===== src/rtl/mux_sel_scanner.sv =====
// Round-robin select sequencer for the 4:1 channel mux: walks the enabled
// channels, holds each for a programmable dwell and flags channel/scan ends.
module mux_sel_scanner #(
    parameter int DWELL_W = 8
) (
    input  logic               clk,
    input  logic               rst_n,
    input  logic               start,
    input  logic               stop,
    input  logic [3:0]         ch_en,
    input  logic [DWELL_W-1:0] dwell,
    output logic [1:0]         sel,
    output logic               sel_valid,
    output logic               ch_done,
    output logic               wrap,
    output logic               busy
);

    localparam int NUM_CH = 4;
    localparam logic [DWELL_W-1:0] ONE = DWELL_W'(1);

    typedef enum logic {
        IDLE,
        DWELL
    } state_t;

    state_t             state;
    logic [DWELL_W-1:0] count;
    logic [DWELL_W-1:0] load;
    logic [1:0]         next_sel;
    logic [1:0]         first_sel;
    logic               found;
    logic               last;
    logic [1:0]         idx;

    // A dwell of zero still holds the channel for one cycle.
    assign load = (dwell == '0) ? ONE : dwell;

    // Search sel+1, sel+2, ... so that a lone enabled channel selects itself.
    always_comb begin
        next_sel = sel;
        found    = 1'b0;
        idx      = '0;
        for (int k = 1; k <= NUM_CH; k++) begin
            idx = sel + 2'(k);
            if (!found && ch_en[idx]) begin
                next_sel = idx;
                found    = 1'b1;
            end
        end
    end

    always_comb begin
        first_sel = '0;
        for (int i = NUM_CH - 1; i >= 0; i--) begin
            if (ch_en[i]) first_sel = 2'(i);
        end
    end

    // A pending stop suppresses the end-of-channel flags for this cycle.
    assign last    = (state == DWELL) && (count == ONE);
    assign ch_done = last && !stop;
    assign wrap    = ch_done && (ch_en != 4'b0000) && (next_sel <= sel);

    always_ff @(posedge clk) begin
        if (!rst_n) begin
            state     <= IDLE;
            sel       <= '0;
            sel_valid <= 1'b0;
            busy      <= 1'b0;
            count     <= '0;
        end else begin
            case (state)
                IDLE: begin
                    if (start && !stop && (ch_en != 4'b0000)) begin
                        state     <= DWELL;
                        sel       <= first_sel;
                        count     <= load;
                        sel_valid <= 1'b1;
                        busy      <= 1'b1;
                    end
                end
                DWELL: begin
                    if (stop) begin
                        state     <= IDLE;
                        sel_valid <= 1'b0;
                        busy      <= 1'b0;
                        count     <= '0;
                    end else if (last) begin
                        if (ch_en == 4'b0000) begin
                            state     <= IDLE;
                            sel_valid <= 1'b0;
                            busy      <= 1'b0;
                            count     <= '0;
                        end else begin
                            sel   <= next_sel;
                            count <= load;
                        end
                    end else begin
                        count <= count - ONE;
                    end
                end
                default: begin
                    state     <= IDLE;
                    sel_valid <= 1'b0;
                    busy      <= 1'b0;
                end
            endcase
        end
    end

endmodule


===== config.mk =====
export PLATFORM = sky130hd
export DESIGN_NAME = mux_sel_scanner
export DESIGN_NICKNAME = d
export VERILOG_FILES = /design/src/rtl/mux_sel_scanner.sv
export SDC_FILE = /design/constraint.sdc
export NUM_CORES = 1
export LEC_CHECK = 0
export CAP_MARGIN = 20
export CORE_UTILIZATION = 39
export DETAILED_ROUTE_END_ITERATION = 10
export DONT_BUFFER_PORTS = 1
export GPL_TIMING_DRIVEN = 0
export PLACE_DENSITY = 0.63
export SLEW_MARGIN = 20
export SYNTH_ARGS = -nofsm -noshare
export SYNTH_HDL_FRONTEND = slang
export SYNTH_SLANG_ARGS = --single-unit
export TNS_END_PERCENT = 30

===== constraint.sdc =====
create_clock -name clk -period 1.59 [get_ports clk]
set_input_delay 0.318 -clock clk [delete_from_list [all_inputs] [get_ports clk]]
set_output_delay 0.318 -clock clk [all_outputs]
set_load 0.01 [all_outputs]

* Word-level counts from Yosys, hierarchy flattened *
Cells that the tools add are included.

word-level totals
  register bits = 12
  input bits = 16
  output and inout port bits = 6
  logic and storage cells = 79

cells by class
  add/subtract/negate cells = 4
  order comparisons = 5
  equal/unequal tests = 7
  multiplexer cells = 40
  bitwise gates (word level) = 1
  reduce and logical (&&, ||, !) cells = 18

operators by type and width
  kind                                                                           count
  8-bit 2-to-1 mux                                                               5
  2-bit 2-to-1 mux                                                               12
  8-bit case mux with 2 select lines                                             1
  1-bit 2-to-1 mux                                                               15
  2-bit by 3-bit less-than comparator with 1-bit output (second input constant)  4
  1-bit logical AND                                                              9
  1-bit binary-select mux with 2-bit select                                      4
  8-bit by 1-bit == test with 1-bit output (second input constant)               1
  8-bit zero test                                                                1
  8-bit by 1-bit subtractor with 8-bit output (second input constant)            1
  2-bit inequality test (second input constant)                                  3
  3-bit by 2-bit inequality test with 1-bit output (second input constant)       2
  2-bit adder (second input constant)                                            2
  1-bit zero test                                                                4
  4-bit zero test                                                                1
  1-bit case mux with 2 select lines                                             2
  2-bit case mux with 2 select lines                                             1
  4-bit AND reduction                                                            1
  4-bit nonzero test                                                             1
  3-bit AND reduction                                                            1
  2-bit by 1-bit adder with 2-bit output (second input constant)                 1
  2-bit less-or-equal comparator                                                 1
  2-bit by 1-bit inequality test with 1-bit output (second input constant)       1
  1-bit inverter                                                                 1

* Depth between registers and ports, before layout *
  word-level depth = 17
  depth in mapped cells = 8
  mapped depth without buffers = 8

* Worst setup path before layout *
Ideal clock, no wire load.

  path kind = reg2out
  from = reg sel[1]
  to = out wrap
  arrival time = 1.730 ns
  data required time = 1.272 ns
  slack = -0.458 ns
  stages on the path, launching flop included = 8
  buffers on the path = 0
  path through = dfxtp_1 -> nand2b_1 -> a32o_1 -> a21o_1 -> ha_1 -> a21oi_1 -> a21oi_1 -> nor4_1

on the way
  longest elaborated chain between the ends = 15
  elaborated cells on any way between the ends = 26
  those cells by class = add/sub (3); order compare (1); mux (15); reduce/logical (7)

ends and longest elaborated chain
  element                                    RTL line  source
  from (decl)                                12        output logic [1:0] sel,
  from (signal assigned)                     77        sel <= first_sel;
  from (signal assigned)                     96        sel <= next_sel;
  2-bit by 1-bit adder with 2-bit output     45        idx = sel + 2'(k);
  1-bit binary-select mux with 2-bit select  46        if (!found && ch_en[idx]) begin
  1-bit 2-to-1 mux (not written as such)     46
  1-bit 2-to-1 mux                           46
  1-bit zero test                            46
  1-bit logical AND                          46
  1-bit 2-to-1 mux                           46
  1-bit zero test                            46
  1-bit logical AND                          46
  1-bit 2-to-1 mux                           46
  1-bit zero test                            46
  1-bit logical AND                          46
  2-bit 2-to-1 mux                           46
  2-bit less-or-equal comparator (*)         63        assign wrap = ch_done && (ch_en != 4'b0000) && (next_sel <= sel);
  1-bit logical AND (*)                      63
  to (decl)                                  15        output logic wrap,

Every way passes the cells marked *; elsewhere a longest branch is shown, timed or not. The select of a mux whose other input is x is not followed.

* Worst setup path in the final report *
Ends and elaborated chain as after synthesis.

==> summary.json <==
{
  "cts.sink_count": 12,
  "yosysWarnings": 0,
  "period_needed_ns": 2.29,
  "layout_setup_ws_ns": -0.701,
  "routed_via_density": 6.23,
  "critPathMaxStageDelay_ns": 0.38,
  "crit_path_cell_trace": "nand2b_4, a32o_1, a21o_1, ha_4, a21oi_2, a21oi_2, nor4_4",
  "synth_seq_cells": 12,
  "grt_setup_unrepaired": "yes",
  "total_of_max_cap_violations": 0,
  "grt_max_degree": 11,
  "timing.critical_path.slowest_stage_cell": "dfxtp_4",
  "min-delay-start": "rst_n",
  "post_route_non_filler_standard_cell_count": 190,
  "number_of_enable_type_register_cells_in_the_synthesized_netlist": 0,
  "top_cell_by_count_worst_path": "a21oi_2",
  "clk-insertion-delay-late_ns": 0.29,
  "violations": "setup timing",
  "portion_of_the_post_synthesis_area_used_by_sequential_elements": 0.232,
  "cts-root-to-sink-buffers": 2,
  "met1_routed_wirelength_after_detailed_routing_um": 1320,
  "post_drt_wl_per_cell_um": 17.3,
  "worstMarginPinSlew_ns": 0.656,
  "ant_nets": 0,
  "root_buffer": "clkbuf_4",
  "r2r_cells": 8,
  "grt_overflow_total": 0,
  "nets": 181,
  "synth_top_flop_cell": "dfxtp_1",
  "final.period_utilization": 1.44,
  "cp.arrival_ns": 1.97,
  "grt_pass1_vias": 1044,
  "floorplan.initialDensity": 0.415,
  "holdPathEnd": "count[1]$_SDFFE_PN0P_",
  "finalInstanceArea_sq_um": 1390,
  "synth-async-reset-ratio": 0,
  "finalWeightedCongestion": 0.865,
  "post-route-drc-count": 0,
  "top_layer": "met4",
  "cts_max_level": 1,
  "timing.slew.headroom": 0.560,
  "grt_pass1_wl_um": 4830,
  "synthesized_area_divided_by_synthesized_cell_count_sq_um": 7.30,
  "crit_required_ns": 1.27,
  "routed-via-count": 1183,
  "hold_class": "input port to flip-flop",
  "synth_nets": 162,
  "placement.io_buffers": 0,
  "power_frac_comb": 0.401,
  "route.final.wire_length_um": 3280,
  "floorplan.die.height_um": 53.6,
  "n_antenna_cell": 0,
  "tritoncts": "done",
  "drt_pass1_iterations": 4,
  "total_placed_instance_area_sq_um": 1100,
  "sequential_power_share": 0.380,
  "core_area_sq_um": 2500,
  "yosys.cell_types.count": 43,
  "p_leak_uw": 0.000502,
  "final_slew_violations": 0,
  "drt_iter0_markers": 48,
  "r2r_start": "count[0]$_SDFFE_PN0P_",
  "min_path_cells": 2,
  "power_density_nw_per_um2": 702,
  "num_rows": 18,
  "synth_cells": 142,
  "reg2reg_to": "count[4]$_SDFFE_PN0P_",
  "met2_length_um": 1640,
  "synthToLayoutAreaGrowth_pct": 33.8,
  "dr_wl_met3_um": 265,
  "timing.critical_path.to_type": "output pin",
  "startpoint_kind_of_the_worst_setup_timing_path": "flip-flop",
  "hold_viol": 0,
  "die_area_sq_um": 2870,
  "boundaryPins": 22,
  "internal_power_of_the_cells_uw": 609,
  "cts.hold.buffers_added": 0,
  "clock_transition_time_at_the_flip_flop_clock_pins_of_the_worst_setup_and_hold_paths_ns": 0.08,
  "floorplan_die_width_um": 53.6,
  "path_max_fanout": 7,
  "reg2reg_slack_ns": -0.30,
  "synthesis.area_sq_um": 1040,
  "category_of_the_critical_setup_timing_path": "flip-flop to output pin",
  "number_of_placed_instances_taps_included": 172,
  "status": "finished with violations",
  "switching_share": 0.375,
  "grt_util_overall": 0.239,
  "tritoncts.num_buffers": 3,
  "fin_skew_ns": 0.00687,
  "fmaxAchievable_mhz": 436,
  "final-setup-viol-count": 11,
  "p_sw_uw": 366,
  "max-vdd-ir-drop_mv": 0.354,
  "power.clock.fraction": 0.219,
  "final_layout_size_suffix_gt1_frac": 0.331,
  "placement.setup.worst_slack_ns": -0.548,
  "detailed_placement_hpwl_um": 2050,
  "grt_antenna_before_repair": 0
}
[cells in the final DEF, fill, tap and decap left out, types with 2 or more instances in the layout]
cell      Yosys  layout
a211oi_2      0       2
a21o_1        2       2
a21oi_1      21      18
a21oi_2       0       3
a31oi_1       3       3
buf_4         1      11
buf_6         0       4
clkbuf_1      5       4
clkbuf_2      0       2
clkbuf_4      0       3
dfxtp_1      12       8
dfxtp_2       0       2
dfxtp_4       0       2
ha_1          4       2
ha_4          0       2
inv_1        10       9
nand2_1       4       4
nand2b_1      4       3
nand3_1       4       3
nor2_1       14      12
nor2_4        0       2
nor2b_1       3       3
nor3_1        4       4
nor4_1        4       3
nor4_4        1       2
o21ai_0      14      12
o21ai_1       1       2
o21bai_1      3       3
[synth_stat cells, types with 2 or more instances]
| library cell | number | share of area |
|---|---|---|
| o22ai_1 | 3 | 0.018 |
| o21bai_1 | 3 | 0.022 |
| nor2_1 | 14 | 0.051 |
| a31oi_1 | 3 | 0.018 |
| nor4_1 | 4 | 0.024 |
| ha_1 | 4 | 0.048 |
| dfxtp_1 | 12 | 0.23 |
| clkbuf_1 | 5 | 0.018 |
| nor3_1 | 4 | 0.019 |
| nand2_1 | 4 | 0.014 |
| nor2b_1 | 3 | 0.018 |
| inv_1 | 10 | 0.036 |
| a211oi_1 | 2 | 0.014 |
| nand2_2 | 2 | 0.012 |
| nand3_1 | 4 | 0.019 |
| a21o_1 | 2 | 0.014 |
| nand2b_1 | 4 | 0.024 |
| o21ai_0 | 14 | 0.068 |
| a21oi_1 | 21 | 0.10 |
[metrics by stage]
stage	TNS, ns	utilization	power, uW	hold slack, ns
3_5_place_dp	-3.72	0.440	631	0.455
3_3_place_gp	-3.67	0.440	626	0.458
2_1_floorplan	-0.471	-	577	0.449
5_1_grt	-2.93	0.555	1030	0.153
4_1_cts	-1.38	0.503	891	0.158
6_report	-1.85	0.555	974	0.161
[sequential cells by signal, summed over array words and instances, names as in the netlist]
signal and flops:
sel 2, busy 1, count 8, state 1
[metal layers]
layer  track usage  vias up
li1              -      560
met1         0.302      556
met2         0.367       58
met3        0.0621        9
met4         0.136        0
met5             0        -
[cell families (layout without fill, tap and decap cells)]
| kind of cell | count (synthesis) | in the layout | share of synthesized area |
|---|---|---|---|
| adder cells (fa/ha/maj) | 4 | 4 | 0.0483 |
| buffers and inverters | 16 | 34 | 0.0615 |
| AO/OA/AOI/OAI | 60 | 60 | 0.357 |
| flip-flops | 12 | 12 | 0.232 |
| AND/OR/NAND/NOR | 48 | 48 | 0.285 |
| XOR/XNOR | 2 | 2 | 0.0169 |
[worst max path at each step]
| stage | slack (ns) | from | to |
|---|---|---|---|
| floorplan | -0.34 | sel[1]$_SDFFE_PN0P_ | wrap |
| global placement | -0.48 | sel[1]$_SDFFE_PN0P_ | wrap |
| detailed placement | -0.55 | sel[1]$_SDFFE_PN0P_ | wrap |
| CTS | -0.71 | sel[1]$_SDFFE_PN0P_ | wrap |
| global route | -0.81 | sel[1]$_SDFFE_PN0P_ | wrap |
| finish | -0.70 | sel[1]$_SDFFE_PN0P_ | wrap |
[power groups by stage]
stage	logic, uW	clock network [uW]	registers (uW)
floorplan	211	0	366
global placement	252	0	374
detailed placement	255	0	375
CTS	309	214	368
global route	421	231	374
finish	391	213	371
[area by class of cell]
| cell class | count | area [sq um] |
|---|---|---|
| fill | 229 | 1110 |
| multi-input combinational | 114 | 887 |
| sequential | 12 | 250 |
| timing repair buffer | 14 | 120 |
| inverter | 10 | 37.5 |
| tap | 30 | 37.5 |
| buffer | 6 | 28.8 |
| clock buffer | 4 | 26.3 |
[critical path, delay by kind of cell, from the launching register on]
kind / cells / cell delay (ns)
DFF: 1 / 0.38
adders and majority gates: 1 / 0.23
AOI/OAI and AO/OA: 4 / 0.62
and+or+nand+nor: 2 / 0.46
[repair_timing]
item,in CTS,in global routing
endpoints found under the setup margin,13,13
pin swaps,7,8
gates cloned,0,0
resized for setup,22,13
setup buffers,6,8
No activity file was read; power rests on OpenSTA's default activity.
